<file path="config.mk">
export PLATFORM = sky130hd
export DESIGN_NAME = call_request_panel_flat
export DESIGN_NICKNAME = d
export VERILOG_FILES = /design/src/rtl/call_request_panel_if.sv /design/src/rtl/call_request_panel.sv /design/src/flat_wrapper.sv
export SDC_FILE = /design/constraint.sdc
export NUM_CORES = 1
export LEC_CHECK = 0
export ABC_AREA = 1
export CAP_MARGIN = 20
export CORE_ASPECT_RATIO = 1.25
export CORE_MARGIN = 2
export CORE_UTILIZATION = 45
export CTS_CLUSTER_DIAMETER = 100
export DETAILED_ROUTE_END_ITERATION = 10
export PLACE_DENSITY = 0.66
export SLEW_MARGIN = 15
export SYNTH_ARGS = -nofsm -noshare
export SYNTH_HDL_FRONTEND = slang
export SYNTH_SLANG_ARGS = --single-unit
</file>
<file path="constraint.sdc">
create_clock -name clk -period 3.86 [get_ports clk]
set_clock_uncertainty 0.1 [all_clocks]
set_input_delay 0.772 -clock clk [delete_from_list [all_inputs] [get_ports clk]]
set_output_delay 0.772 -clock clk [all_outputs]
set_load 0.1 [all_outputs]
</file>
<file path="src/rtl/call_request_panel_if.sv">
// Signal bundle between the call-request panel, the raw button inputs and the
// elevator controller. The panel sits on the slave side.
interface call_request_panel_if;
    logic [3:0] btn_car;
    logic [2:0] btn_hall_up;
    logic [2:0] btn_hall_dn;
    logic [1:0] floor;
    logic       up;
    logic       down;
    logic       door_open;

    logic [3:0] car_req;
    logic [2:0] hall_up_req;
    logic [2:0] hall_dn_req;
    logic       any_req;
    logic [1:0] target_floor;
    logic       target_valid;

    modport slave (
        input  btn_car, btn_hall_up, btn_hall_dn, floor, up, down, door_open,
        output car_req, hall_up_req, hall_dn_req, any_req, target_floor, target_valid
    );

    modport master (
        output btn_car, btn_hall_up, btn_hall_dn, floor, up, down, door_open,
        input  car_req, hall_up_req, hall_dn_req, any_req, target_floor, target_valid
    );
endinterface

</file>
<file path="src/rtl/call_request_panel.sv">
// Four-floor call-request panel: synchronizes and debounces ten raw buttons,
// latches requests, clears them on door-open service and picks the next target.
module call_request_panel #(
    parameter int DB_CYCLES = 3
) (
    input  logic                 clk,
    input  logic                 reset,
    call_request_panel_if.slave  bus
);

    localparam int NBTN  = 10;
    localparam int CNT_W = 4;

    // Button vector layout: [3:0] car F1..F4, [6:4] hall-up F1..F3, [9:7] hall-down F2..F4
    logic [NBTN-1:0] raw;
    assign raw = {bus.btn_hall_dn, bus.btn_hall_up, bus.btn_car};

    logic [NBTN-1:0]             sync1_q, sync2_q;
    logic [NBTN-1:0]             db_q, db_d, db_prev_q;
    logic [NBTN-1:0][CNT_W-1:0]  cnt_q, cnt_d;
    logic [NBTN-1:0]             rise;

    logic [3:0] car_q, car_d;
    logic [2:0] hu_q, hu_d;
    logic [2:0] hd_q, hd_d;
    logic       any_q, any_d;
    logic [1:0] tf_q, tf_d;
    logic       tv_q, tv_d;

    logic       up_e, dn_e;
    logic [3:0] car_clr;
    logic [2:0] hu_clr, hd_clr;
    logic [3:0] req_vec;
    logic [2:0] pick;

    // Returns {valid, floor}; valid=0 when nothing but the current floor (or nothing) is requested
    // while travelling, or nothing at all while idle.
    function automatic logic [2:0] pick_target(
        input logic [3:0] r,
        input logic [1:0] cur,
        input logic       go_up,
        input logic       go_dn
    );
        logic       found;
        logic [1:0] tgt;
        int         c;
        found = 1'b0;
        tgt   = cur;
        c     = int'(cur);
        if (go_up) begin
            for (int f = 3; f >= 0; f--) begin
                if (f > c && r[f]) begin found = 1'b1; tgt = 2'(f); end
            end
            if (!found) begin
                for (int f = 0; f < 4; f++) begin
                    if (f < c && r[f]) begin found = 1'b1; tgt = 2'(f); end
                end
            end
        end else if (go_dn) begin
            for (int f = 0; f < 4; f++) begin
                if (f < c && r[f]) begin found = 1'b1; tgt = 2'(f); end
            end
            if (!found) begin
                for (int f = 3; f >= 0; f--) begin
                    if (f > c && r[f]) begin found = 1'b1; tgt = 2'(f); end
                end
            end
        end else if (r[cur]) begin
            found = 1'b1;
        end else begin
            // Farthest distance first so the nearest overwrites; lower side last wins ties.
            for (int d = 3; d >= 1; d--) begin
                if (c + d <= 3) begin
                    if (r[c + d]) begin found = 1'b1; tgt = 2'(c + d); end
                end
                if (c - d >= 0) begin
                    if (r[c - d]) begin found = 1'b1; tgt = 2'(c - d); end
                end
            end
        end
        return {found, tgt};
    endfunction

    always_comb begin
        db_d  = db_q;
        cnt_d = cnt_q;
        for (int i = 0; i < NBTN; i++) begin
            if (sync2_q[i] == db_q[i]) begin
                cnt_d[i] = '0;
            end else if (cnt_q[i] == CNT_W'(DB_CYCLES - 1)) begin
                db_d[i]  = sync2_q[i];
                cnt_d[i] = '0;
            end else begin
                cnt_d[i] = cnt_q[i] + 1'b1;
            end
        end
    end

    assign rise = db_q & ~db_prev_q;

    // Both direction inputs high is treated as idle.
    assign up_e = bus.up & ~bus.down;
    assign dn_e = bus.down & ~bus.up;

    always_comb begin
        car_clr = '0;
        hu_clr  = '0;
        hd_clr  = '0;
        if (bus.door_open) begin
            car_clr = 4'b0001 << bus.floor;
            for (int f = 0; f < 3; f++) begin
                if (bus.floor == 2'(f) && !dn_e) hu_clr[f] = 1'b1;
                if (bus.floor == 2'(f + 1) && !up_e) hd_clr[f] = 1'b1;
            end
        end
    end

    assign car_d = (car_q | rise[3:0]) & ~car_clr;
    assign hu_d  = (hu_q  | rise[6:4]) & ~hu_clr;
    assign hd_d  = (hd_q  | rise[9:7]) & ~hd_clr;

    assign req_vec = car_q | {1'b0, hu_q} | {hd_q, 1'b0};
    assign pick    = pick_target(req_vec, bus.floor, up_e, dn_e);

    always_comb begin
        any_d = |{car_q, hu_q, hd_q};
        tv_d  = pick[2];
        tf_d  = pick[2] ? pick[1:0] : tf_q;
    end

    always_ff @(posedge clk) begin
        if (reset) begin
            sync1_q   <= '0;
            sync2_q   <= '0;
            db_q      <= '0;
            db_prev_q <= '0;
            cnt_q     <= '0;
            car_q     <= '0;
            hu_q      <= '0;
            hd_q      <= '0;
            any_q     <= 1'b0;
            tf_q      <= 2'd0;
            tv_q      <= 1'b0;
        end else begin
            sync1_q   <= raw;
            sync2_q   <= sync1_q;
            db_q      <= db_d;
            db_prev_q <= db_q;
            cnt_q     <= cnt_d;
            car_q     <= car_d;
            hu_q      <= hu_d;
            hd_q      <= hd_d;
            any_q     <= any_d;
            tf_q      <= tf_d;
            tv_q      <= tv_d;
        end
    end

    assign bus.car_req      = car_q;
    assign bus.hall_up_req  = hu_q;
    assign bus.hall_dn_req  = hd_q;
    assign bus.any_req      = any_q;
    assign bus.target_floor = tf_q;
    assign bus.target_valid = tv_q;

endmodule

</file>
<file path="src/flat_wrapper.sv">
// flat-port wrapper written by rule: the top's interface ports become plain ports
module call_request_panel_flat 
#(
    parameter int DB_CYCLES = 3
)
  (clk, reset, bus_btn_car, bus_btn_hall_up, bus_btn_hall_dn, bus_floor, bus_up, bus_down, bus_door_open, bus_car_req, bus_hall_up_req, bus_hall_dn_req, bus_any_req, bus_target_floor, bus_target_valid);
  call_request_panel_if bus_i ();
  input  logic clk;
  input  logic reset;
  input wire logic [$bits(bus_i.btn_car)-1:0] bus_btn_car;
  input wire logic [$bits(bus_i.btn_hall_up)-1:0] bus_btn_hall_up;
  input wire logic [$bits(bus_i.btn_hall_dn)-1:0] bus_btn_hall_dn;
  input wire logic [$bits(bus_i.floor)-1:0] bus_floor;
  input wire logic [$bits(bus_i.up)-1:0] bus_up;
  input wire logic [$bits(bus_i.down)-1:0] bus_down;
  input wire logic [$bits(bus_i.door_open)-1:0] bus_door_open;
  output wire logic [$bits(bus_i.car_req)-1:0] bus_car_req;
  output wire logic [$bits(bus_i.hall_up_req)-1:0] bus_hall_up_req;
  output wire logic [$bits(bus_i.hall_dn_req)-1:0] bus_hall_dn_req;
  output wire logic [$bits(bus_i.any_req)-1:0] bus_any_req;
  output wire logic [$bits(bus_i.target_floor)-1:0] bus_target_floor;
  output wire logic [$bits(bus_i.target_valid)-1:0] bus_target_valid;
  assign bus_i.btn_car = bus_btn_car;
  assign bus_i.btn_hall_up = bus_btn_hall_up;
  assign bus_i.btn_hall_dn = bus_btn_hall_dn;
  assign bus_i.floor = bus_floor;
  assign bus_i.up = bus_up;
  assign bus_i.down = bus_down;
  assign bus_i.door_open = bus_door_open;
  assign bus_car_req = bus_i.car_req;
  assign bus_hall_up_req = bus_i.hall_up_req;
  assign bus_hall_dn_req = bus_i.hall_dn_req;
  assign bus_any_req = bus_i.any_req;
  assign bus_target_floor = bus_i.target_floor;
  assign bus_target_valid = bus_i.target_valid;
  call_request_panel #(.DB_CYCLES(DB_CYCLES)) u_core (.clk(clk), .reset(reset), .bus(bus_i));
endmodule
</file>
Word-level counts from Yosys, hierarchy flattened
Index checks and enable logic that the tools add are counted.
W data, S select, Z words.
{"block": "classes", "shift": 1, "reduce_logical": 36, "add_sub_neg": 16, "n_eq_ne": 23, "bitwise": 27, "muxes": 90, "order_cmp": 19}
{"operator": "$lt A32 B4 Y1 const B", "n": 6}
{"operator": "$ge A32 B1 Y1 const B", "n": 3}
{"operator": "$le A32 B3 Y1 const B", "n": 3}
{"operator": "$mux W2", "n": 32}
{"operator": "$mux W1", "n": 48}
{"operator": "$add A4 B1 Y4 const B", "n": 10}
{"operator": "$eq A4 B2 Y1 const B", "n": 10}
{"operator": "$reduce_or A3 Y1", "n": 10}
{"operator": "$reduce_and A2 Y1", "n": 10}
{"operator": "$bmux W1 S2", "n": 7}
{"operator": "$logic_and A1 B1 Y1", "n": 12}
{"operator": "$not A1 Y1", "n": 12}
{"operator": "$and A10 B10 Y10", "n": 1}
{"operator": "$eq A1 B1 Y1", "n": 10}
{"operator": "$not A10 Y10", "n": 1}
{"operator": "$reduce_or A10 Y1", "n": 1}
{"operator": "$or A4 B4 Y4", "n": 2}
{"operator": "$add A2 B2 Y3 const B", "n": 2}
{"operator": "$and A3 B3 Y3", "n": 2}
{"operator": "$mux W3", "n": 2}
{"operator": "$not A3 Y3", "n": 2}
{"operator": "$or A3 B3 Y3", "n": 2}
{"operator": "$sub A2 B2 Y3 const B", "n": 2}
{"operator": "$and A4 B4 Y4", "n": 1}
{"operator": "other kinds (16)", "n": 21}
{"block": "totals", "out_inout_bits": 14, "ff_bits": 94}

Longest topological paths before layout
{"block": "logic_depth", "depth_word": 23, "ltp_mapped": 16}

Worst setup path after synthesis
OpenSTA, ideal clock, no wires.
{"block": "synth_timing", "path_kind": "input -> register", "start": "input port bus_floor[1]", "end": "register u_core.tf_q[1], in the netlist u_core.bus.target_floor[1]", "n_path_buf": 0, "path_slack_ps": 1568, "stages": 16, "setup_ps": 116, "arrival_time_ps": 2076, "path_cell_list": "inv_1 ha_1 inv_1 nand3_1 nand2_2 nand2_1 a21oi_1 nand2_1 nand2_1 nand2_1 nand2_1 nand2_1 nand2_1 nand2_1 nand2_1 a21oi_2"}
{"block": "synth_via", "elab_chain_cells": 22, "elab_cells_between_ends": 105, "cone_classes": "add/sub (6); order compare (12); mux (81); reduce/logical (6)"}
{"item": "start: declaration", "line": "flat_wrapper.sv:13", "text": "input wire logic [$bits(bus_i.floor)-1:0] bus_floor;"}
{"item": "parallel branches: the longest is 22 deep, another holds $le A32 B3 Y1"}
{"item": "end signal: assignment", "line": "call_request_panel.sv:154", "text": "tf_q <= tf_d;"}
{"item": "end: declaration", "line": "call_request_panel.sv:27", "text": "logic [1:0] tf_q, tf_d;"}
Parallel ways; which one is timed is not known. The select of a mux whose other input is x is not followed.
A chain may end at the register's enable or synchronous reset.

Final worst setup path
Same ends and word-level chain as after synthesis.

==> impl_metrics.yaml <==
run_status:
  status: "completed"
pwr:
  power.leakage_nw: 1.98
  switching_share_pct: 24.2
  combPwrFrac_pct: 9.0
  seq_power_share_pct: 54.0
  p_switching_uw: 448
  ir_drop_mv: 0.212
  p_clk_share_pct: 37.0
  p_per_area_mw_per_mm2: 406
  power_mw: 1.85
  intPower_mw: 1.40
worst_setup_path:
  cp-start-kind: "primary input"
  r2r_slack_ns: 2.00
  path_delay_family: "buffers and inverters"
  crit_top_cell: "nand2_1"
  cp_slowest_stage_delay_ns: 0.66
  crit_fanout: 9
  reg2reg_depth: 12
  crit_arrival_ns: 3.05
  regToRegEndpoint: "u_core.bus.target_floor[1]"
  worstPathRequired_ns: 4.01
  path_buf_inv: 4
  critical_path_class: "in2reg"
  critical_path.endpoint_type: "flop"
  path_cells: "clkdlybuf4s50_1 > inv_1 > ha_1 > inv_1 > nand3_2 > nand2_1 > nand2_1 > nand2_1 > inv_2 > nand3_2 > o31ai_4 > nand2_1 > nand2_1 > a21oi_2"
  slowest_stage: "clkdlybuf4s50_1"
  r2r_start: "u_core.bus.hall_dn_req[2]"
worst_hold_path:
  min_delay_path_depth: 2
  hold_class: "reg2reg"
  min_from: "u_core.sync1_q[2]"
  whs_endpoint: "u_core.sync2_q[2]"
drt:
  wirelength_met1_mm: 3.16
  drt_iter0_markers: 122
  ant_nets: 0
  vias_per_cell: 4.81
  wl_per_cell_um: 10.8
  dr_wl_met3_um: 333
  dr.max_layer_used: "met4"
  dr.pass1.iters: 4
  met2_length_mm: 3.17
  finalWirelength_mm: 6.82
  route.vias.total: 3037
  drcViolationCount: 0
floorplan:
  die_area_mm2: 0.00948
  die_x_um: 87.5
  fp-row-count: 38
  initial_core_util_pct: 45.8
  coreArea_mm2: 0.00856
  io_pins: 31
  die_h_um: 108
clock_tree:
  ctsHoldBuffers: 0
  cts_setup_buffers: 0
  clockBufferDepth: 2
  htreeDepth: 3
  path_clk_slew_ns: 0.08
  numCtsBuffers: 9
  cts-root-buf: "clkbuf_8"
  tritoncts: "built"
  worst_skew_pair.late_latency_ns: 0.35
  cts_resized: 0
  cts.sinks: 94
synthesis:
  ys.warnings.count: 0
  synth_cells: 491
  netlist_area_mm2: 0.00392
  avgSynthCellArea_um2: 7.99
  synth_seq_cells: 94
  yosysUniqueCellTypes: 23
  yosysSeqAreaShare_pct: 48.0
  synth_nets: 536
sta:
  holdWs_ns: 0.305
  slew-limit-headroom_pct: 33.8
  timing.final.crit_period_ns: 2.91
  tightest_slew_ns: 0.989
  max_freq_ghz: 0.344
  slew_violations: 0
  hold_viol: 0
  period_share_pct: 75.3
  rsz0062_at_grt: "no"
  setup-tns-final_ns: 0
  setup_viol: 0
placement:
  dp_hpwl_mm: 5.14
  portBuffers: 30
  dp.cells: 615
  gp_congestion: 0.867
final_layout:
  area_growth_pct: 15.9
  nets: 571
  diodes: 0
  fillers: 835
  final_cells: 631
  drive_gt1_share_pct: 6.21
global_route:
  antenna_found_initial: 0
  overflow: 0
  grt_pass1_wl_mm: 11.8
  grt_pass1_vias: 2774
  grt.total_usage_pct: 15.8
  grt_start_max_net_pins: 35
run:
  drv_cap: 0
==> state kept, by name, summed over array words and instances (netlist names) <==
| name | flops |
|---|---|
| u_core.bus.any_req | 1 |
| u_core.bus.car_req | 4 |
| u_core.bus.hall_dn_req | 3 |
| u_core.bus.hall_up_req | 3 |
| u_core.bus.target_floor | 2 |
| u_core.bus.target_valid | 1 |
| u_core.cnt_q | 40 |
| u_core.db_prev_q | 10 |
| u_core.db_q | 10 |
| u_core.sync1_q | 10 |
| u_core.sync2_q | 10 |
==> cells in the mapped netlist (all sizes together) <==
cell type  count  area, µm²
a21oi         33        173
a41oi          1       8.76
clkbuf         7       26.3
dfxtp         94       1880
ha            28        350
inv           65        244
nand2         62        238
nand3         23        140
nand4          3       18.8
nor2         113        432
o21a           1       7.51
o21ai         37        185
o22ai          1       6.26
o31ai          1       21.3
or2            1       6.26
xnor2         10       87.6
xor2          11       96.3
==> layout make-up <==
class	count	area (µm²)	share of cell area, %
Clock inverter	4	52.6	1.16
Timing Repair Buffer	31	308	6.77
Sequential cell	94	1880	41.4
Clock buffer	12	165	3.63
Inverter	65	244	5.37
Tap cell	100	125	2.75
Multi-Input combinational cell	325	1770	38.9
==> placed cells by master (no fill, tap or decap), types with 2 or more instances in the layout <==
cell type / count
xnor2_1: 10
nand2_2: 2
nand2_1: 60
dfxtp_1: 94
nand3_1: 18
nor2_2: 3
o21ai_0: 36
a21oi_1: 31
clkdlybuf4s50_1: 30
clkbuf_8: 12
nand3_2: 5
a21oi_2: 2
nand4_1: 3
inv_1: 63
ha_1: 28
nor2_1: 110
xor2_1: 11
inv_2: 2
==> through the flow <==
step / worst slack, ns / util (%) / instance area (µm²)
2_1_floorplan: 1.57 / - / 3920
6_report: 0.955 / 53.1 / 4550
4_1_cts: 0.963 / 53.1 / 4550
3_3_place_gp: 0.636 / 50.6 / 4330
5_1_grt: 0.713 / 53.1 / 4550
3_5_place_dp: 0.591 / 50.6 / 4330
==> power groups by stage <==
stage	Clock [mW]	Combinational, mW	Sequential (mW)
global placement	0	0.166	1.02
detailed placement	0	0.167	1.02
floorplan	0	0.0863	1.05
global route	0.748	0.186	1.00
finish	0.683	0.166	0.998
CTS	0.704	0.168	0.998
==> layer usage <==
metal  vias to the layer above  global-route usage [%]
li1                       1603                       -
met4                         0                    7.91
met1                      1369                    19.6
met5                         -                       0
met2                        54                    24.8
met3                        11                    4.50
==> how the worst max path moves through the flow <==
stage                     depth (start not counted)    startpoint  slack, ns                         end
final                                            14  bus_floor[1]       0.95  u_core.bus.target_floor[1]
after global routing                             16  bus_floor[1]       0.71  u_core.bus.target_floor[1]
after CTS                                        14  bus_floor[1]       0.96  u_core.bus.target_floor[1]
after detailed placement                         14  bus_floor[1]       0.59  u_core.bus.target_floor[1]
after global placement                           16  bus_floor[0]       0.64  u_core.bus.target_floor[1]
after floorplan                                  16  bus_floor[1]       1.57  u_core.bus.target_floor[1]
==> cells by family after synthesis <==
logic type | Yosys count | share of synthesized area (%)
AND/OR/NAND/NOR | 202 | 21.3
flip-flops | 94 | 48.0
AO/OA/AOI/OAI | 74 | 10.2
buffers and inverters | 72 | 6.89
adder cells (fa/ha/maj) | 28 | 8.93
XOR/XNOR | 21 | 4.69
==> worst min-delay path, stage by stage, from the launching register on <==
cell and delay, ns:
dfxtp_1 0.30, inv_1 0.04, nor2_1 0.03
Power figures use the tool's default switching activity.
